`src/rtl/replay_pkg.sv`:
```
// rtl/replay_pkg.sv - shared types for the replay sequencing controller
package replay_pkg;

    typedef enum logic [1:0] {
        RUN  = 2'd0,
        KILL = 2'd1,
        WAIT = 2'd2,
        HALT = 2'd3
    } replay_ctrl_state_t;

endpackage

```
`src/rtl/sat_cnt.sv`:
```
// rtl/sat_cnt.sv - saturating up-counter with synchronous clear
module sat_cnt #(
    parameter int W = 8
) (
    input  logic         clk,
    input  logic         rst,
    input  logic         clr_i,
    input  logic         inc_i,
    output logic [W-1:0] cnt_o
);

    logic [W-1:0] cnt_q;
    logic [W-1:0] cnt_d;

    always_comb begin
        cnt_d = cnt_q;
        if (clr_i)
            cnt_d = '0;
        else if (inc_i && !(&cnt_q))
            cnt_d = cnt_q + W'(1);
    end

    always_ff @(posedge clk) begin
        if (rst)
            cnt_q <= '0;
        else
            cnt_q <= cnt_d;
    end

    assign cnt_o = cnt_q;

endmodule

```
`src/rtl/replay_ctrl.sv`:
```
// rtl/replay_ctrl.sv - stage-8 replay trigger, issue hold until fill/timeout,
// consecutive-replay halt and saturating replay statistic
module replay_ctrl
    import replay_pkg::*;
#(
    parameter int N          = 10,
    parameter int TIMEOUT    = 64,
    parameter int MAX_REPLAY = 4,
    parameter int CNT_W      = 16
) (
    input  logic             clk,
    input  logic             rst,
    input  logic             s8_vld,
    input  logic             s8_miss,
    input  logic             fill_vld,
    input  logic [N-1:0]     ext_stall_req,
    output logic             replay_s8_w,
    output logic [N-1:0]     stall_req,
    output logic             busy,
    output logic             err_r,
    output logic [CNT_W-1:0] replay_cnt_r
);

    localparam int CW = $clog2(MAX_REPLAY + 1);
    localparam int WW = (TIMEOUT > 1) ? $clog2(TIMEOUT) : 1;

    replay_ctrl_state_t state_q, state_d;
    logic [WW-1:0]      wait_cnt_q, wait_cnt_d;
    logic [CW-1:0]      consec_q;
    logic               err_q;
    logic               commit;

    assign replay_s8_w = (state_q == RUN) & s8_vld & s8_miss & ~rst;
    assign commit      = (state_q == RUN) & s8_vld & ~s8_miss;

    always_comb begin
        state_d    = state_q;
        wait_cnt_d = wait_cnt_q;
        case (state_q)
            RUN: begin
                if (replay_s8_w)
                    state_d = (consec_q + CW'(1) == CW'(MAX_REPLAY)) ? HALT : KILL;
            end
            KILL: begin
                wait_cnt_d = '0;
                state_d    = WAIT;
            end
            WAIT: begin
                wait_cnt_d = wait_cnt_q + WW'(1);
                if (fill_vld || wait_cnt_q == WW'(TIMEOUT - 1))
                    state_d = RUN;
            end
            HALT: state_d = HALT;
        endcase
    end

    always_ff @(posedge clk) begin
        if (rst) begin
            state_q    <= RUN;
            wait_cnt_q <= '0;
            err_q      <= 1'b0;
        end else begin
            state_q    <= state_d;
            wait_cnt_q <= wait_cnt_d;
            if (state_d == HALT)
                err_q <= 1'b1;
        end
    end

    // consecutive count saturates above MAX_REPLAY, so it can never wrap
    sat_cnt #(.W(CW)) u_consec (
        .clk   (clk),
        .rst   (rst),
        .clr_i (commit),
        .inc_i (replay_s8_w),
        .cnt_o (consec_q)
    );

    sat_cnt #(.W(CNT_W)) u_replay_cnt (
        .clk   (clk),
        .rst   (rst),
        .clr_i (1'b0),
        .inc_i (replay_s8_w),
        .cnt_o (replay_cnt_r)
    );

    assign busy      = (state_q != RUN);
    assign stall_req = ext_stall_req | {{(N-1){1'b0}}, busy};
    assign err_r     = err_q;

endmodule

```
`config.mk`:
```
export PLATFORM = sky130hd
export DESIGN_NAME = replay_ctrl
export DESIGN_NICKNAME = d
export VERILOG_FILES = /design/src/rtl/replay_pkg.sv /design/src/rtl/sat_cnt.sv /design/src/rtl/replay_ctrl.sv
export SDC_FILE = /design/constraint.sdc
export NUM_CORES = 1
export LEC_CHECK = 0
export ABC_AREA = 1
export BUFFER_PORTS_ARGS = -buffer_cell sky130_fd_sc_hd__buf_2
export CAP_MARGIN = 10
export CORE_ASPECT_RATIO = 0.8
export CORE_UTILIZATION = 36
export DETAILED_ROUTE_END_ITERATION = 6
export PLACE_DENSITY = 0.67
export SLEW_MARGIN = 20
export SYNTH_ARGS = -nofsm -noshare
export SYNTH_HDL_FRONTEND = slang
export SYNTH_SLANG_ARGS = --single-unit
```
`constraint.sdc`:
```
create_clock -name clk -period 2.4 [get_ports clk]
set_clock_uncertainty 0.2 [all_clocks]
set_input_delay 0.48 -clock clk [delete_from_list [all_inputs] [get_ports clk]]
set_output_delay 0.48 -clock clk [all_outputs]
set_load 0.02 [all_outputs]
```
==> flow_summary.yaml <==
outcome:
  status: "finished, final reports clean"
timing:
  worst_slew_pin_slew_ps: 536
  post-route-period-util: 0.923
  fin_tns_setup_ps: 0
  hold_violations: 0
  fin_ws_ps: 184
  slew_violations: 0
  min_period_ps: 2220
  slew_headroom: 0.643
  fmax_mhz: 451
  rsz0062_at_grt: "false"
  setup_viol: 0
placed_design:
  pre_cts_ws_ps: 359
  port-buffer-count: 25
  place_congestion: 0.761
  hpwl_um: 2640
  postPlaceCellArea_sq_um: 1840
synth:
  synth_top_area_share: 0.325
  synthTopCellsByCount: "64 x nand2_1, 29 x nor2_1, 28 x dfxtp_1, 20 x inv_1, 15 x nand3_1"
  synth_most_common_cell: "nand2_1"
  synth.distinct_cells: 31
  synth_edf_count: 0
  yosys_warnings: 0
  yosysTopAreaCell: "dfxtp_1"
  syn_area_sq_um: 1730
  ys_ff_latch: 28
  synthTopCellsByArea: "dfxtp_1 32%, nand2_1 14%, ha_1 7.3%"
  ys_seq_area_frac: 0.325
  synth_nets: 265
  synth_cells: 240
  async_flop_share: 0
  syn_avg_cell_area_sq_um: 7.19
  synth_ff_type: "dfxtp_1"
cells_and_area:
  nNetsFinal: 284
  fin_area_sq_um: 1890
  area_growth_pct: 9.72
  fin_util: 0.412
  drive_above_1_share: 0.213
  n_antenna_cell: 0
global_routing:
  grt_overflow_total: 0
  grt_max_degree: 18
  antenna_found_initial: 0
  use_met1: 0.208
  grt_use_met3: 0.0314
  busiest_layer: "met2"
  grt_pass1_wl_um: 5790
  use_met2: 0.222
  grtUsageTotal: 0.145
  grt_pass1_vias: 1272
worst_setup_path:
  cp_common_cell: "inv_1"
  cp.buffers_inverters: 4
  required_ps: 1720
  critPathCaptureType: "output pin"
  arrival_ps: 1540
  cp_cell_sequence: "inv_1, ha_1, nand2_1, inv_1, nand3_4, inv_4, buf_2"
  cp-start-kind: "flip-flop"
  worstSetupPathType: "flip-flop to output pin"
  crit_fanout: 5
  max_stage_delay_ps: 380
  worst_path_max_delay_cell: "dfxtp_1"
  cp_top_family: "buffers and inverters"
clock_tree:
  holdBufCountCts: 0
  clkTransAtPathRegs_ps: 100
  insertion_delay_ps: 280
  numCtsBuffers: 3
  cts.repair.resized: 0
  postCtsSetupBuffers: 0
  cts_tree: "yes"
  root_buffer: "clkbuf_8"
  cts_htree_levels: 1
  cts.sinks: 28
  clk_path_buf_depth: 2
flow_run:
  drv_cap: 0
die:
  coreArea_sq_um: 4600
  die_area_sq_um: 5080
  initial_core_util: 0.375
  die_w_um: 79.4
  io_pins: 44
  rows: 22
  fp.dieH_um: 63.9
min_path:
  hold_path_class: "flip-flop to flip-flop"
pwr:
  p_leak_uw: 0.000783
  peakVddDrop_mv: 0.365
  power_density_nw_per_um2: 607
detailed_routing:
  totalWireLength_um: 3420
  drt_iter0_drc: 83
  wl_per_cell_um: 10.7
  drtAntennaViolNets: 0
  vias: 1472
  drtPass1Iterations: 4
  routed_via_density: 4.63
  drc: 0
[per-stage QoR]
step	instances	power [uW]	hold slack, ps
4_1_cts	318	1170	263
3_3_place_gp	314	857	238
3_5_place_dp	314	865	247
6_report	318	1150	265
5_1_grt	318	1230	279
2_1_floorplan	240	801	243
[state kept, by name, summed over array words and instances (netlist names)]
signal,cells
u_consec.cnt_o,3
err_r,1
state_q,2
u_replay_cnt.cnt_o,16
wait_cnt_q,6
[area by class of cell]
class / count / area (sq um)
multi-input cells: 177 / 977
fillers: 485 / 2700
clock buffers: 4 / 55.1
inverters: 22 / 85.1
well taps: 60 / 75.1
flip-flops and latches: 28 / 561
repair buffers: 27 / 140
[worst reg2reg max path: cells and delay by family, from the launching register on]
kind                       cells  cell delay, ps
adders and majority gates      1             290
AOI/OAI and AO/OA              2             620
buffers and inverters          1              70
and+or+nand+nor                3             330
DFF                            1             460
[report_power, final]
group          switching [uW]  total [uW]  internal (uW)
logic                     215         322            107
clock network             150         297            147
registers                32.7         531            498
[logic make-up after synthesis]
logic type	after synthesis	synth area share
AO/OA/AOI/OAI	27	0.105
XOR/XNOR	7	0.0355
adder cells (fa/ha/maj)	10	0.0725
buffers and inverters	35	0.109
flip-flops	28	0.325
AND/OR/NAND/NOR	133	0.353
[cells in the final DEF, fill, tap and decap left out, types with 2 or more instances in the layout]
cell type,n
nor2_4,3
buf_2,25
nor3b_1,2
inv_1,20
a31oi_1,2
nor3_1,4
nand4_1,7
nand3_1,15
nand2_2,2
dfxtp_1,28
a21oi_1,8
ha_1,10
a21oi_2,10
buf_4,2
clkbuf_8,4
nor2_1,29
nor2_2,3
xor2_1,3
xnor2_1,4
o21ai_0,5
nand2_1,64
[worst paths after layout]
| check | start | endpoint | slack (ps) | cells after the start |
|---|---|---|---|---|
| hold reg to reg | err_r | err_r | 270 | 2 |
| setup / recovery | state_q[1] | replay_s8_w | 180 | 7 |
| hold / removal | err_r | err_r | 270 | 2 |
| setup reg to reg | u_replay_cnt.cnt_o[0] | u_replay_cnt.cnt_o[11] | 370 | 7 |
[per-layer routing]
| metal | vias up | routed length [um] |
|---|---|---|
| met1 | 642 | 1850 |
| met2 | 27 | 1390 |
| li1 | 801 | - |
| met3 | 2 | 158 |
| met4 | 0 | 19 |
| met5 | - | 0 |
Power figures use the tool's default switching activity.
